`src/rtl/hamming_req_scheduler.sv`:
```
// hamming_req_scheduler
//   Shares one Hamming(15,11) chain (encode -> inject -> correct) between two
//   requesters A and B. One request is in flight at a time. It is encoded in
//   ENC, injected and corrected in COR, and presented on the response port in
//   RESP until the consumer accepts it.
//   Optional feature: define HAMMING_SCHED_ERR_COUNT_EN to add the err_count
//   port, which counts responses whose effective inject-error was set.
//   Codeword layout: bit i holds Hamming position i+1. Parity sits at positions
//   1,2,4,8. Data bits fill positions 3,5,6,7,9..15 in ascending order.
module hamming_req_scheduler #(
   parameter int CNT_W = 8,
   parameter bit RR_EN = 1'b1
) (
   input  logic        clk,
   input  logic        rst_n,
   input  logic        a_valid,
   output logic        a_ready,
   input  logic [10:0] a_data,
   input  logic [3:0]  a_n,
   input  logic        a_err,
   input  logic        b_valid,
   output logic        b_ready,
   input  logic [10:0] b_data,
   input  logic [3:0]  b_n,
   input  logic        b_err,
   output logic        resp_valid,
   input  logic        resp_ready,
   output logic        resp_id,
   output logic [10:0] resp_data,
   output logic [14:0] resp_code,
   output logic        resp_mismatch,
   output logic        busy
`ifdef HAMMING_SCHED_ERR_COUNT_EN
   ,
   output logic [CNT_W-1:0] err_count
`endif
);

   typedef enum logic [1:0] {IDLE, ENC, COR, RESP} state_t;

   // Syndrome masks: mask k covers every position whose index has bit k set.
   localparam logic [14:0] MASK0 = 15'h5555;
   localparam logic [14:0] MASK1 = 15'h6666;
   localparam logic [14:0] MASK2 = 15'h7878;
   localparam logic [14:0] MASK3 = 15'h7F80;

   if (CNT_W < 1) begin : g_bad_cnt_w
      $error("CNT_W must be at least 1");
   end

   // Encoder: place the data bits, then set each parity bit to make its group even.
   function automatic logic [14:0] calcula_hamming(input logic [10:0] d);
      logic [14:0] c;
      c        = '0;
      c[2]     = d[0];
      c[6:4]   = d[3:1];
      c[14:8]  = d[10:4];
      c[0]     = ^(c & MASK0);
      c[1]     = ^(c & MASK1);
      c[3]     = ^(c & MASK2);
      c[7]     = ^(c & MASK3);
      return c;
   endfunction

   // Injector: flip codeword bit n when erro is set.
   function automatic logic [14:0] injetor(input logic [14:0] c, input logic [3:0] n,
                                           input logic erro);
      return erro ? (c ^ (15'd1 << n)) : c;
   endfunction

   // Corrector: a non-zero syndrome names the faulty position; flip it and extract data.
   function automatic logic [10:0] corrige_hamming(input logic [14:0] r);
      logic [3:0]  s;
      logic [14:0] fixed;
      s     = {^(r & MASK3), ^(r & MASK2), ^(r & MASK1), ^(r & MASK0)};
      fixed = (s != 4'd0) ? (r ^ (15'd1 << (s - 4'd1))) : r;
      return {fixed[14:8], fixed[6:4], fixed[2]};
   endfunction

   state_t      state, state_nx;
   logic        grant_a, grant_b;
   logic        last_grant;   // 0 = A was granted last, 1 = B
   logic [10:0] lat_data;
   logic [3:0]  lat_n;
   logic        lat_err;      // effective error enable, n==15 already masked
   logic [14:0] enc_code;
   logic [10:0] cor_data;
   logic        a_hs, b_hs;

   assign a_hs = a_valid && a_ready;
   assign b_hs = b_valid && b_ready;

   // Arbitration: a lone requester wins; on a tie, round-robin or fixed A priority.
   always_comb begin
      grant_a = a_valid && (!b_valid || !RR_EN || last_grant);
      grant_b = b_valid && !grant_a;
   end

   // Hamming chain fed from the latched request and the registered codeword.
   always_comb begin
      enc_code = calcula_hamming(lat_data);
      cor_data = corrige_hamming(injetor(resp_code, lat_n, lat_err));
   end

   // State register.
   always_ff @(posedge clk) begin
      // NOTE: sequential state uses non-blocking assignments so every register
      // samples pre-edge values; blocking here would create order-dependent races.
      if (!rst_n) state <= IDLE;
      else        state <= state_nx;
   end

   // Next-state logic.
   always_comb begin
      // NOTE: default first so every path assigns state_nx and no latch is inferred.
      state_nx = state;
      case (state)
         IDLE:    if (a_hs || b_hs) state_nx = ENC;
         ENC:     state_nx = COR;
         COR:     state_nx = RESP;
         RESP:    if (resp_ready) state_nx = IDLE;
         default: state_nx = IDLE;
      endcase
   end

   // Outputs: ready only for the winner in IDLE, held low while reset is asserted.
   always_comb begin
      a_ready    = 1'b0;
      b_ready    = 1'b0;
      busy       = (state != IDLE);
      resp_valid = (state == RESP);
      if (state == IDLE && rst_n) begin
         a_ready = grant_a;
         b_ready = grant_b;
      end
   end

   // Datapath: latch the request, register the codeword, then the corrected word.
   always_ff @(posedge clk) begin
      if (!rst_n) begin
         last_grant    <= 1'b1;
         lat_data      <= '0;
         lat_n         <= '0;
         lat_err       <= 1'b0;
         resp_id       <= 1'b0;
         resp_code     <= '0;
         resp_data     <= '0;
         resp_mismatch <= 1'b0;
      end else begin
         case (state)
            IDLE: begin
               if (a_hs) begin
                  last_grant <= 1'b0;
                  resp_id    <= 1'b0;
                  lat_data   <= a_data;
                  lat_n      <= a_n;
                  lat_err    <= a_err && (a_n != 4'd15);
               end else if (b_hs) begin
                  last_grant <= 1'b1;
                  resp_id    <= 1'b1;
                  lat_data   <= b_data;
                  lat_n      <= b_n;
                  lat_err    <= b_err && (b_n != 4'd15);
               end
            end
            ENC: resp_code <= enc_code;
            COR: begin
               resp_data     <= cor_data;
               resp_mismatch <= (cor_data != lat_data);
            end
            default: ;
         endcase
      end
   end

`ifdef HAMMING_SCHED_ERR_COUNT_EN
   // Saturating count of accepted responses that carried an effective error.
   always_ff @(posedge clk) begin
      if (!rst_n)
         err_count <= '0;
      else if (state == RESP && resp_ready && lat_err && (err_count != {CNT_W{1'b1}}))
         err_count <= err_count + 1'b1;
   end
`endif

endmodule

```
`config.mk`:
```
export PLATFORM = sky130hd
export DESIGN_NAME = hamming_req_scheduler
export DESIGN_NICKNAME = d
export VERILOG_FILES = /design/src/rtl/hamming_req_scheduler.sv
export SDC_FILE = /design/constraint.sdc
export NUM_CORES = 1
export LEC_CHECK = 0
export CORE_AREA = 3 3 109 132
export DETAILED_ROUTE_END_ITERATION = 10
export DIE_AREA = 0 0 112 135
export HOLD_SLACK_MARGIN = 0.15
export MAX_ROUTING_LAYER = met4
export PLACE_DENSITY = 0.43
export SLEW_MARGIN = 20
export SYNTH_ARGS = -nofsm -noshare
export SYNTH_HDL_FRONTEND = slang
export SYNTH_SLANG_ARGS = --single-unit
export TNS_END_PERCENT = 1
```
`constraint.sdc`:
```
create_clock -name clk -period 5 [get_ports clk]
set_input_delay 1 -clock clk [delete_from_list [all_inputs] [get_ports clk]]
set_output_delay 1 -clock clk [all_outputs]
set_load 0.03 [all_outputs]
```
==> flow_metrics.py <==
metrics = {
    "cts": {
        "cts_tree": "built",
        "postCtsSetupRepairBufs": 0,
        "path_clk_slew_ns": 0.07,
        "clk_path_buf_depth": 2,
        "ctsResizeCount": 0,
        "cts.sinks": 47,
        "cts_buffers": 5,
        "h-tree-depth": 2,
        "clk_latency_ns": 0.30,
        "cts_hold_buffers": 0,
        "clockRootBuffer": "clkbuf_16",
    },
    "yosys": {
        "yosysSeqAreaShare": 0.285,
        "synth_nets": 394,
        "ys_top_cells_by_area": "dfxtp_1 28%, xnor2_1 13%, mux2i_1 8.5%",
        "syn_avg_cell_area_sq_um": 9.41,
        "synth-seq-cells": 47,
        "async_reset_ff_frac": 0,
        "synth-edff-count": 0,
        "yosysWarningCount": 0,
        "synthesis.area_sq_um": 3300,
        "ys.flop_type": "dfxtp_1",
        "netlist_instances": 351,
        "synth_cell_types": 54,
        "synth_top_area_share": 0.285,
        "yosysTopAreaCell": "dfxtp_1",
    },
    "die": {
        "die_w_um": 112,
        "pin_count": 69,
        "die_area_sq_um": 15100,
        "start_util": 0.251,
        "num_rows": 46,
        "die_h_um": 135,
        "core_sq_um": 13200,
    },
    "sta": {
        "tns_ns": 0,
        "slew_viol_final": 0,
        "period_needed_ns": 4.05,
        "layout_setup_ws_ns": 0.955,
        "period_share": 0.809,
        "skew_ns": 0.00778,
        "setup_violations": 0,
        "hold_viol": 0,
        "rsz0062_at_grt": "no",
        "relSlewSlack": 0.291,
        "whs_ns": 0.468,
        "worstMarginPinSlew_ns": 1.06,
        "fmax_mhz": 247,
    },
    "worst_setup_path": {
        "start_kind": "register",
        "required_ns": 5.16,
        "critPathKind": "register to register",
        "cp_max_fo": 12,
        "cp.arrival_ns": 4.21,
        "cp-startpoint": "lat_n[2]",
        "regToRegStartpoint": "lat_n[2]",
        "critPathCaptureType": "register",
    },
    "routing": {
        "first_pass_iters": 4,
        "route.detailed.drc": 0,
        "vias_per_cell": 4.52,
        "drt-initial-drc-count": 81,
        "dr_total_vias": 2584,
        "totalWireLength_um": 9140,
        "detail-route-antenna-nets": 0,
        "routedWlPerCell_um": 16.0,
    },
    "power_and_ir_drop": {
        "powerDensity_nw_per_um2": 623,
        "fin_total_pwr_uw": 2640,
        "p_leak_uw": 0.00159,
        "ir_drop_v": 0.000328,
    },
    "place": {
        "dp_hpwl_um": 7040,
        "gp_congestion": 0.818,
        "place_ws_ns": 0.969,
        "numPortBuffers": 68,
    },
    "grt": {
        "antenna_found_initial": 0,
        "grt_max_degree": 48,
        "grt_pass1_vias": 2694,
        "grt_pass1_wl_um": 14700,
        "overflow": 0,
        "grtUsageTotal": 0.128,
    },
    "finish": {
        "diodes": 0,
        "syn_to_final_growth_pct": 28.4,
        "mostFrequentLayoutCell": "clkdlybuf4s50_1",
        "layout_common_cells": "68 x clkdlybuf4s50_1, 48 x xnor2_1, 47 x dfxtp_1",
        "drive_gt1_frac": 0.0693,
        "nets": 446,
    },
    "run": {
        "maxCapViolations": 0,
    },
    "run_status": {
        "status": "finished clean",
    },
    "worst_hold_path": {
        "hold_path_class": "register to register",
        "hold_path_startpoint": "resp_id",
    },
}
-- routing by layer --
layer | GRT usage | share of wire | vias to the layer above
met2 | 0.223 | 0.51 | 60
met1 | 0.155 | 0.44 | 1212
met4 | 0.0401 | 0.018 | 0
li1 | - | - | 1301
met5 | - | 0 | -
met3 | 0.0175 | 0.030 | 11
-- metrics by stage --
step / instances / instance area, sq um / utilization
2_1_floorplan: 351 / 3300 / -
3_3_place_gp: 564 / 4090 / 0.310
3_5_place_dp: 564 / 4090 / 0.310
4_1_cts: 572 / 4240 / 0.322
5_1_grt: 572 / 4240 / 0.322
6_report: 572 / 4240 / 0.322
-- area by class of cell --
cell class	instances	area [sq um]
clock inverters	3	23.8
repair buffers	71	703
inverters	15	56.3
fillers	1352	8940
clock buffers	5	125
multi-input cells	263	2180
well taps	168	210
flip-flops and latches	47	941
-- worst max-delay path: stages (launching register included) --
cell	delay, ns
dfxtp_1	0.58
and2b_4	0.27
nor4b_4	0.32
xnor2_2	0.20
xor3_1	0.57
nor2_1	0.14
ha_1	0.36
inv_1	0.15
nor4_4	0.36
xnor2_1	0.12
a2111o_1	0.39
nor4_1	0.32
a31oi_1	0.13
-- cell usage after synthesis, types with 2 or more instances --
cell type  count
ha_1           6
nor4_1         8
a21oi_1        2
xnor2_1       48
mux2i_1       28
nand3b_4       2
nand3_1        7
dfxtp_1       47
nor2_1        41
buf_6          2
clkbuf_1      17
buf_1          3
o221ai_1      15
and2_1         6
xor2_1        18
xor3_1         2
inv_1         15
o21ai_0        6
nor3_1         3
buf_4          3
nand2_1        6
nor2b_1       25
xnor3_2        2
xnor3_1        4
a31oi_1        3
nand4_1        4
-- flip-flops by register name, indices dropped and copies added (netlist names) --
register,flops
lat_data,11
resp_code,15
resp_data,11
last_grant,1
lat_err,1
lat_n,4
resp_id,1
state,2
resp_mismatch,1
-- report_power, final --
group	internal (uW)	total (uW)	switching, uW
Sequential	461	617	156
Combinational	769	1670	903
Clock	188	354	166
-- final timing paths --
path,end,slack [ns],cells after the start
setup / recovery,resp_mismatch,0.95,12
hold / removal,resp_id,0.47,2
setup reg to reg,resp_mismatch,0.95,12
hold reg to reg,resp_id,0.47,2
-- kinds of logic after synthesis --
family	Yosys count	synth area share
AOI/OAI and AO/OA	36	0.0837
xor gates and xnor gates	78	0.260
and+or+nand+nor	114	0.206
muxes	28	0.0848
adders and majority gates	7	0.0258
DFF	47	0.285
buffers and inverters	41	0.0549
No activity file was read; power rests on OpenSTA's default activity.
